<file path="src/rtl/dp_ram_writer_if.sv">
// Stream-in / RAM port A bundle for dp_ram_writer; names are from the writer's side.
// master = stream source and RAM sink (bench side), slave = the writer.
interface dp_ram_writer_if #(
    parameter int DATA_WIDTH = 8,
    parameter int ADDR_WIDTH = 8
);
    logic                  i_start;
    logic                  i_in_valid;
    logic [DATA_WIDTH-1:0] i_in_data;
    logic                  o_in_ready;
    logic                  i_release;
    logic                  o_we_a;
    logic [ADDR_WIDTH-1:0] o_addr_a;
    logic [DATA_WIDTH-1:0] o_data_a;
    logic                  o_img_done;
    logic                  o_buf_full;

    modport master (
        output i_start, i_in_valid, i_in_data, i_release,
        input  o_in_ready, o_we_a, o_addr_a, o_data_a, o_img_done, o_buf_full
    );

    modport slave (
        input  i_start, i_in_valid, i_in_data, i_release,
        output o_in_ready, o_we_a, o_addr_a, o_data_a, o_img_done, o_buf_full
    );
endinterface

</file>
<file path="src/rtl/dp_ram_writer.sv">
// Fills RAM port A with a batch of images, each preceded by CHAN_GROUPS pad slots.
// Define DP_RAM_WR_PAD_EN to write zeros into the pad slots; otherwise they are skipped.
`ifndef CHANS_PER_MEM
`define CHANS_PER_MEM 16
`endif
`ifndef STREAM_WIDTH
`define STREAM_WIDTH 8
`endif
`ifndef In_rows
`define In_rows 2
`endif
`ifndef RAM_DEPTH_ROWS
`define RAM_DEPTH_ROWS 3
`endif
`ifndef BATCH_SIZE
`define BATCH_SIZE 2
`endif

module dp_ram_writer #(
    parameter int DATA_WIDTH  = 8,
    parameter int ADDR_WIDTH  = 8,
    parameter int CHAN_GROUPS = `CHANS_PER_MEM / `STREAM_WIDTH,
    parameter int IN_ROWS     = `In_rows,
    parameter int ROW_DEPTH   = `RAM_DEPTH_ROWS,
    parameter int BATCH       = `BATCH_SIZE
) (
    input  logic           i_clk,
    input  logic           i_rst,
    dp_ram_writer_if.slave bus
);
    localparam int IMG_BEATS   = IN_ROWS * ROW_DEPTH * CHAN_GROUPS;
    localparam int IMG_SPAN    = IMG_BEATS + CHAN_GROUPS;
    localparam int TOTAL_SPACE = IMG_SPAN * BATCH;
    localparam int GW = (CHAN_GROUPS > 1) ? $clog2(CHAN_GROUPS) : 1;
    localparam int CW = (ROW_DEPTH > 1)   ? $clog2(ROW_DEPTH)   : 1;
    localparam int RW = (IN_ROWS > 1)     ? $clog2(IN_ROWS)     : 1;
    localparam int BW = (BATCH > 1)       ? $clog2(BATCH)       : 1;

    generate
        if (longint'(TOTAL_SPACE) > (longint'(1) << ADDR_WIDTH)) begin : g_space_check
            $error("dp_ram_writer: batch of images does not fit in the RAM address range");
        end
    endgenerate

    typedef enum logic [1:0] {S_IDLE, S_PAD, S_FILL, S_FULL} state_t;

    state_t                r_state, w_state_next;
    logic [ADDR_WIDTH-1:0] r_ptr,   w_ptr_next;
    logic [GW-1:0]         r_pad,   w_pad_next;
    logic [GW-1:0]         r_grp,   w_grp_next;
    logic [CW-1:0]         r_col,   w_col_next;
    logic [RW-1:0]         r_row,   w_row_next;
    logic [BW-1:0]         r_img,   w_img_next;
    logic                  r_we,    w_we_next;
    logic [ADDR_WIDTH-1:0] r_addr,  w_addr_next;
    logic [DATA_WIDTH-1:0] r_data,  w_data_next;
    logic                  r_done,  w_done_next;
    logic                  w_last_beat;

    assign w_last_beat = (r_grp == GW'(CHAN_GROUPS - 1)) &&
                         (r_col == CW'(ROW_DEPTH - 1)) &&
                         (r_row == RW'(IN_ROWS - 1));

    always_ff @(posedge i_clk) begin
        if (!i_rst) begin
            r_state <= S_IDLE;
            r_ptr   <= '0;
            r_pad   <= '0;
            r_grp   <= '0;
            r_col   <= '0;
            r_row   <= '0;
            r_img   <= '0;
            r_we    <= 1'b0;
            r_addr  <= '0;
            r_data  <= '0;
            r_done  <= 1'b0;
        end else begin
            r_state <= w_state_next;
            r_ptr   <= w_ptr_next;
            r_pad   <= w_pad_next;
            r_grp   <= w_grp_next;
            r_col   <= w_col_next;
            r_row   <= w_row_next;
            r_img   <= w_img_next;
            r_we    <= w_we_next;
            r_addr  <= w_addr_next;
            r_data  <= w_data_next;
            r_done  <= w_done_next;
        end
    end

    always_comb begin
        w_state_next = r_state;
        w_ptr_next   = r_ptr;
        w_pad_next   = r_pad;
        w_grp_next   = r_grp;
        w_col_next   = r_col;
        w_row_next   = r_row;
        w_img_next   = r_img;
        w_we_next    = 1'b0;
        w_addr_next  = r_addr;
        w_data_next  = r_data;
        w_done_next  = 1'b0;

        case (r_state)
            S_IDLE: begin
                if (bus.i_start) begin
                    w_state_next = S_PAD;
                    w_ptr_next   = '0;
                    w_pad_next   = '0;
                    w_grp_next   = '0;
                    w_col_next   = '0;
                    w_row_next   = '0;
                    w_img_next   = '0;
                end
            end
            S_PAD: begin
                // Pad slots keep their addresses even when not written, so the map is build-independent.
`ifdef DP_RAM_WR_PAD_EN
                w_we_next   = 1'b1;
                w_data_next = '0;
`endif
                w_addr_next = r_ptr;
                w_ptr_next  = r_ptr + 1'b1;
                if (r_pad == GW'(CHAN_GROUPS - 1)) begin
                    w_pad_next   = '0;
                    w_state_next = S_FILL;
                end else begin
                    w_pad_next = r_pad + 1'b1;
                end
            end
            S_FILL: begin
                if (bus.i_in_valid) begin
                    w_we_next   = 1'b1;
                    w_addr_next = r_ptr;
                    w_data_next = bus.i_in_data;
                    w_ptr_next  = r_ptr + 1'b1;
                    if (r_grp == GW'(CHAN_GROUPS - 1)) begin
                        w_grp_next = '0;
                        if (r_col == CW'(ROW_DEPTH - 1)) begin
                            w_col_next = '0;
                            w_row_next = (r_row == RW'(IN_ROWS - 1)) ? '0 : r_row + 1'b1;
                        end else begin
                            w_col_next = r_col + 1'b1;
                        end
                    end else begin
                        w_grp_next = r_grp + 1'b1;
                    end
                    if (w_last_beat) begin
                        w_done_next = 1'b1;
                        if (r_img == BW'(BATCH - 1)) begin
                            w_state_next = S_FULL;
                        end else begin
                            w_img_next   = r_img + 1'b1;
                            w_state_next = S_PAD;
                        end
                    end
                end
            end
            S_FULL: begin
                if (bus.i_release) begin
                    w_state_next = S_IDLE;
                    w_ptr_next   = '0;
                end
            end
            default: w_state_next = S_IDLE;
        endcase
    end

    assign bus.o_in_ready = (r_state == S_FILL);
    assign bus.o_buf_full = (r_state == S_FULL);
    assign bus.o_we_a     = r_we;
    assign bus.o_addr_a   = r_addr;
    assign bus.o_data_a   = r_data;
    assign bus.o_img_done = r_done;
endmodule

</file>
<file path="src/flat_wrapper.sv">
// flat-port wrapper written by rule: the top's interface ports become plain ports
module dp_ram_writer_flat 
#(
    parameter int DATA_WIDTH  = 8,
    parameter int ADDR_WIDTH  = 8,
    parameter int CHAN_GROUPS = `CHANS_PER_MEM / `STREAM_WIDTH,
    parameter int IN_ROWS     = `In_rows,
    parameter int ROW_DEPTH   = `RAM_DEPTH_ROWS,
    parameter int BATCH       = `BATCH_SIZE
)
  (i_clk, i_rst, bus_i_start, bus_i_in_valid, bus_i_in_data, bus_i_release, bus_o_in_ready, bus_o_we_a, bus_o_addr_a, bus_o_data_a, bus_o_img_done, bus_o_buf_full);
  dp_ram_writer_if #(.DATA_WIDTH(DATA_WIDTH), .ADDR_WIDTH(ADDR_WIDTH)) bus_i ();
  input  logic i_clk;
  input  logic i_rst;
  input wire logic [$bits(bus_i.i_start)-1:0] bus_i_start;
  input wire logic [$bits(bus_i.i_in_valid)-1:0] bus_i_in_valid;
  input wire logic [$bits(bus_i.i_in_data)-1:0] bus_i_in_data;
  input wire logic [$bits(bus_i.i_release)-1:0] bus_i_release;
  output wire logic [$bits(bus_i.o_in_ready)-1:0] bus_o_in_ready;
  output wire logic [$bits(bus_i.o_we_a)-1:0] bus_o_we_a;
  output wire logic [$bits(bus_i.o_addr_a)-1:0] bus_o_addr_a;
  output wire logic [$bits(bus_i.o_data_a)-1:0] bus_o_data_a;
  output wire logic [$bits(bus_i.o_img_done)-1:0] bus_o_img_done;
  output wire logic [$bits(bus_i.o_buf_full)-1:0] bus_o_buf_full;
  assign bus_i.i_start = bus_i_start;
  assign bus_i.i_in_valid = bus_i_in_valid;
  assign bus_i.i_in_data = bus_i_in_data;
  assign bus_i.i_release = bus_i_release;
  assign bus_o_in_ready = bus_i.o_in_ready;
  assign bus_o_we_a = bus_i.o_we_a;
  assign bus_o_addr_a = bus_i.o_addr_a;
  assign bus_o_data_a = bus_i.o_data_a;
  assign bus_o_img_done = bus_i.o_img_done;
  assign bus_o_buf_full = bus_i.o_buf_full;
  dp_ram_writer #(.DATA_WIDTH(DATA_WIDTH), .ADDR_WIDTH(ADDR_WIDTH), .CHAN_GROUPS(CHAN_GROUPS), .IN_ROWS(IN_ROWS), .ROW_DEPTH(ROW_DEPTH), .BATCH(BATCH)) u_core (.i_clk(i_clk), .i_rst(i_rst), .bus(bus_i));
endmodule
</file>
<file path="config.mk">
export PLATFORM = sky130hd
export DESIGN_NAME = dp_ram_writer_flat
export DESIGN_NICKNAME = d
export VERILOG_FILES = /design/src/rtl/dp_ram_writer_if.sv /design/src/rtl/dp_ram_writer.sv /design/src/flat_wrapper.sv
export SDC_FILE = /design/constraint.sdc
export NUM_CORES = 1
export LEC_CHECK = 0
export CAP_MARGIN = 20
export CORE_AREA = 10 10 65 67
export CTS_BUF_LIST = sky130_fd_sc_hd__clkbuf_16
export DETAILED_ROUTE_END_ITERATION = 8
export DIE_AREA = 0 0 75 77
export PLACE_DENSITY = 0.9
export SLEW_MARGIN = 0
export SYNTH_ARGS = -nofsm -noshare
export SYNTH_HDL_FRONTEND = slang
export SYNTH_SLANG_ARGS = --single-unit
export TNS_END_PERCENT = 20
</file>
<file path="constraint.sdc">
create_clock -name i_clk -period 3.1 [get_ports i_clk]
set_input_delay 0.31 -clock i_clk [delete_from_list [all_inputs] [get_ports i_clk]]
set_output_delay 0.31 -clock i_clk [all_outputs]
set_load 0.01 [all_outputs]
</file>
; ---- Yosys cells after proc, flatten, opt, wreduce, memory -nomap -nowiden
; Index checks and enable logic that the tools add are counted.
[word_totals]
ff_bits = 34
[op_classes]
reduce_logical = 17
addsub = 6
eq_ne = 11
n_mux = 35
[op_table]
columns = cell, n
row1 = 8-bit two-way mux, 4
row2 = 8-bit case mux with 4 select lines, 1
row3 = 2-bit two-way mux, 10
row4 = 8-bit case mux with 2 select lines, 1
row5 = 1-bit two-way mux, 13
row6 = 5-bit AND reduction, 2
row7 = 3-bit AND reduction, 3
row8 = 8-bit by 1-bit adder with 8-bit output (second input constant), 1
row9 = 2-bit by 1-bit != test with 1-bit output (second input constant), 4
row10 = 1-bit case mux with 2 select lines, 4
row11 = 2-bit case mux with 4 select lines, 1
row12 = 2-bit AND reduction, 4
row13 = 4-bit AND reduction, 2
row14 = 2-bit equality test (second input constant), 3
row15 = 2-bit != test (second input constant), 3
row16 = 2-bit nonzero test, 3
row17 = 1-bit adder (second input constant), 4
row18 = 2-bit case mux with 2 select lines, 1
row19 = 2-bit by 1-bit adder with 2-bit output (second input constant), 1
row20 = 2-bit by 1-bit equality test with 1-bit output (second input constant), 1
row21 = 1-bit logical AND, 2
row22 = 2-bit logical NOT, 1

; ---- Longest topological paths before layout
[logic_depth]
word_depth = 6
depth_mapped = 7
depth_no_buf = 6

; ---- Least setup slack after synthesis
; OpenSTA, ideal clock, no wires.
[synth_timing]
kind = register to register
startpoint = reg u_core.r_state[0]
endpoint = reg u_core.r_ptr[5]
arrival_ps = 1872
path_stages_with_launch = 7
n_path_buf = 0
synth_period_minus_slack_ps = 1942
slack_ps = 1158
setup_ps = 71
path_cell_list = dfxtp_1 > inv_1 > ha_1 > nor2b_4 > or4_4 > or3_1 > a21oi_1
[synth_between]
elab_chain_cells = 3
elab_cells_between_ends = 9
cone_classes = 6 x eq/ne / 1 x mux / 2 x reduce/logical
[synth_rtl]
columns = item, line
row1 = from (decl), dp_ram_writer.sv:47  ; state_t r_state, w_state_next;
row2 = from (signal assigned), dp_ram_writer.sv:78  ; r_state <= w_state_next;
row3 = 2-bit equality test *, n/a
row4 = via bus_o_in_ready, flat_wrapper.sv:19  ; output wire logic [$bits(bus_i.o_in_ready)-1:0] bus_o_in_ready;
row5 = 2-bit != test (no source line), n/a
row6 = 3-bit AND reduction (no source line), n/a
row7 = to (signal assigned), dp_ram_writer.sv:79  ; r_ptr <= w_ptr_next;
row8 = to (decl), dp_ram_writer.sv:48  ; logic [ADDR_WIDTH-1:0] r_ptr, w_ptr_next;
; Mark *: on every way through the listed nets, which the timed path passes. The rest lies on a longest branch.
; A chain may end at the register's enable or synchronous reset.

; ---- Worst setup path in the final report
[layout_timing]
startpoint = reg u_core.r_state[0]
endpoint = reg u_core.r_ptr[7]
[layout_between]
elab_chain_cells = 3
elab_cells_between_ends = 9
cone_classes = 6 x eq/ne / 1 x mux / 2 x reduce/logical
[layout_rtl]
columns = item, line
row1 = 2-bit equality test or 2-bit logical NOT (tied branches), dp_ram_writer.sv:105  ; case (r_state)
row2 = 2-bit != test (no source line), n/a
row3 = 3-bit AND reduction (no source line), n/a
; Parallel ways exist; a longest one is shown, timed or not.

==> metrics list <==
- Critical-path cell with the highest stage delay: sky130_fd_sc_hd__or4_4
- In this run the count of I/O pins placed on the die edge is 33.
- Based on the critical path, the design can be clocked at up to 442 MHz.
* Die width: 75 um
- Clock network fraction of design power: 33.3%
* Series of cell instances along the critical path: inv_1 > ha_1 > buf_4 > nor2b_4 > or4_4 > or3_1 > a21oi_1
- The share of the Yosys chip area taken by registers is 45.0%.
- Die Y-Extent: 77 um
- Per report_power, the combinational group accounts for 29.8% of the total.
- Post-synthesis instance total: 176
- At the end of routability-driven placement, the weighted congestion stood at 0.855.
- For this configuration, the core starts out at a cell density of 50.8%.
* Grt ovf: 0
- Number of buffers added on ports: 32
- Fin Clk Skew: 0.00348 ns
* Reg power frac: 36.9%
* Ant. Diodes: 0
- After synthesis, the largest area contributor takes up 45.0% of total cell area.
- Setup repair after global routing left no endpoint under its margin.
- For met1 alone, demand over resource in global routing was 15.8%.
* Total of max-cap violations: 0
* Period minus WS final: 2.26 ns
- Most utilized layer in the global route result: met2
- Clock network latency to the later pin of the worst-skew pair: 0.27 ns
- Aggregate global-route resource usage: 13.4%
* Maximum VDD drop: 0.000411 V
- After clock tree synthesis, the clock-pin slew on the worst setup and hold paths is 0.05 ns.
* Largest net degree at the start of global routing: 25
* Total internal power: 915 uW
- The number of gates resized after CTS was 0.
* Grt met2 use: 21.3%
- Hold timing on the final database bottoms out at a slack of 0.452 ns.
- Final WL: 3720 um
- Distinct cell type count of the synthesized netlist: 40
* Warnings, synthesis: 0
- Synth-to-Final Area Change: 32.1%
* Hpwl dp: 2540 um
* Slew Limit Fails: 0
* Final-report setup violation count: 0
- Buffers inserted during clock tree synthesis total 5.
- The clock passes through at most 2 buffers.
* Placeable core area: 0.00298 mm2
- For the final routed database, the setup TNS stands at 0 ns.
* CP Capture Type: flip-flop
* Average vias per placed instance: 5.70
- In this run the static leakage power is 0.000689 uW.
* Yosys reg bits: 34
- In this run the post-CTS setup repair buffer count came out at 0.
- The die covers 0.00578 mm2.
- WL per Instance: 15.2 um
* Share of total power consumed by net switching: 33.5%
- Total number of nets in the final design: 229
* Top cells by area in the synthesized netlist: sky130_fd_sc_hd__dfxtp_1 45%, sky130_fd_sc_hd__a21oi_1 6.9%, sky130_fd_sc_hd__nand3_1 6.3%, sky130_fd_sc_hd__nand2_1 6.0%, sky130_fd_sc_hd__ha_1 5.0%
- GR Util met3: 4.12%
- Number of global-route vias before repair: 1,303
* Worst Max-Slew Pin Slew: 0.537 ns
* Critical path launch point type: flip-flop
* EDFF count, synth: 0
- Drt drc: 0
- Mean instance size in the synthesized netlist: 8.60 um2
* Dpl cells: 236
- Required arrival time at the worst endpoint: 3.30 ns
- Worst rel slew slack: 64.2%
* Antenna violations before repair: 0
- Most repeated cell in the gate-level netlist after synthesis: sky130_fd_sc_hd__dfxtp_1
- Power Dens Cells: 687 mW/mm2
- Most area-hungry cell type in the Yosys netlist: sky130_fd_sc_hd__dfxtp_1
- DR vias: 1,392
* CTS tree: done
- CTS sink cnt: 34
- Number of buffers and inverters on the critical path: 2
- The most used flip-flop cell after synthesis is sky130_fd_sc_hd__dfxtp_1.
* Share of post-route cells with drive strength above 1: 7.11%
- Cell Count, Final, Fillers Out: 244
* Status: completed
* Most common library cells after synthesis: 34 x sky130_fd_sc_hd__dfxtp_1, 24 x sky130_fd_sc_hd__nand2_1, 21 x sky130_fd_sc_hd__a21oi_1
- Wire length of the first global-routing pass: 6180 um
- Total net switching power: 460 uW
- Path class of the lowest-slack min-delay path: reg2reg
* CP Max Fanout: 22
- H-Tree Depth: 2
- The cell sitting at the root of the clock tree is a sky130_fd_sc_hd__clkbuf_16.
- Share of flip-flops with an asynchronous set or reset after synthesis: 0%
- Synthesized netlist net count: 195
- After layout, the design draws a total of 1380 uW.
- Setup slack on the critical path of the routed design comes to 0.836 ns.
- In this run the remaining antenna-violating nets after routing total 0.
* Critical Path Max Stage Delay: 0.57 ns
- Crit-path leading delay family: simple AND/OR/NAND/NOR gates
* Final number of hold-violating endpoints: 0
- DRT iter0 DRCs: 115
- Row generation in the floorplan step produced 20 rows.
- First-pass iteration count of the detailed router: 4
- Area of the mapped netlist: 0.00151 mm2
- Timing analysis after detailed placement gives a worst setup slack of 0.782 ns.
- After clock tree synthesis, the flow added hold-fix buffers numbering 0.
- Critical path arrival: 2.46 ns
- The worst setup path is of the reg2reg kind.
- Dividing the final minimum period by the clock period gives 73.0%.
-- per-stage QoR --
stage	utilization [%]	cell area, um2
5_1_grt	67.2	2000
4_1_cts	67.2	2000
3_5_place_dp	62.6	1860
6_report	67.2	2000
3_3_place_gp	62.6	1860
2_1_floorplan	-	1510
-- power groups by stage --
stage | sequential (uW) | clock (uW) | combinational [uW]
after floorplan | 514 | 0 | 276
after global placement | 513 | 0 | 392
after CTS | 507 | 465 | 408
after detailed placement | 515 | 0 | 401
final | 508 | 458 | 409
after global routing | 513 | 478 | 458
-- kinds of logic after synthesis --
family / Yosys count / synth area share (%)
DFF: 34 / 45.0
adders and majority gates: 6 / 4.96
buffers and inverters: 11 / 2.81
muxes: 2 / 1.32
xor gates and xnor gates: 3 / 1.74
AOI/OAI and AO/OA: 38 / 15.4
and+or+nand+nor: 82 / 28.8
-- placed cells by master (no fill, tap or decap), types with 2 or more instances in the layout --
| cell | netlist | routed |
|---|---|---|
| sky130_fd_sc_hd__a21oi_1 | 21 | 21 |
| sky130_fd_sc_hd__a22oi_1 | 2 | 2 |
| sky130_fd_sc_hd__a31oi_1 | 2 | 2 |
| sky130_fd_sc_hd__buf_4 | 0 | 2 |
| sky130_fd_sc_hd__clkbuf_16 | 0 | 5 |
| sky130_fd_sc_hd__clkdlybuf4s50_1 | 0 | 32 |
| sky130_fd_sc_hd__dfxtp_1 | 34 | 34 |
| sky130_fd_sc_hd__ha_1 | 6 | 6 |
| sky130_fd_sc_hd__inv_1 | 3 | 4 |
| sky130_fd_sc_hd__mux2i_1 | 2 | 2 |
| sky130_fd_sc_hd__nand2_1 | 24 | 24 |
| sky130_fd_sc_hd__nand2b_1 | 2 | 2 |
| sky130_fd_sc_hd__nand3_1 | 19 | 19 |
| sky130_fd_sc_hd__nand3b_1 | 2 | 2 |
| sky130_fd_sc_hd__nand4_1 | 3 | 3 |
| sky130_fd_sc_hd__nor2_1 | 9 | 9 |
| sky130_fd_sc_hd__nor2b_1 | 2 | 2 |
| sky130_fd_sc_hd__nor2b_4 | 2 | 2 |
| sky130_fd_sc_hd__nor3_1 | 6 | 6 |
| sky130_fd_sc_hd__nor4_1 | 3 | 3 |
| sky130_fd_sc_hd__o21ai_1 | 4 | 4 |
| sky130_fd_sc_hd__or3_1 | 2 | 2 |
| sky130_fd_sc_hd__xor2_1 | 3 | 3 |
-- routing by layer --
metal | vias to the layer above | share of wire (%)
met3 | 10 | 8.0
met1 | 630 | 43
met4 | 0 | 2.4
li1 | 705 | -
met2 | 47 | 47
met5 | - | 0
-- area by class of cell --
cell class | instances | area, um2
fillers | 239 | 977
multi-input cells | 131 | 791
flip-flops and latches | 34 | 681
repair buffers | 34 | 335
clock buffers | 5 | 125
well taps | 33 | 41.3
inverters | 4 | 15.0
clock inverters | 3 | 12.5
-- tightest hold or removal path: cells and delay by family, from the launching register on --
kind	cells	cell delay [ns]
simple gates	1	0.05
compound gates	1	0.05
flops	1	0.30
-- sequential cells by signal, summed over array words and instances, names as in the netlist --
register               cells
u_core.bus.o_img_done      1
u_core.bus.o_addr_a        8
u_core.r_grp               1
u_core.r_row               1
u_core.r_state             2
u_core.bus.o_data_a        8
u_core.bus.o_we_a          1
u_core.r_pad               1
u_core.r_col               2
u_core.r_img               1
u_core.r_ptr               8
-- worst paths after layout --
| kind | start | to | slack (ns) | cells after the start |
|---|---|---|---|---|
| max | u_core.r_state[0] | u_core.r_ptr[7] | 0.84 | 7 |
| min reg2reg | u_core.bus.o_data_a[2] | u_core.bus.o_data_a[2] | 0.45 | 2 |
| min | u_core.bus.o_data_a[2] | u_core.bus.o_data_a[2] | 0.45 | 2 |
| max reg2reg | u_core.r_state[0] | u_core.r_ptr[7] | 0.84 | 7 |
Power figures use the tool's default switching activity.
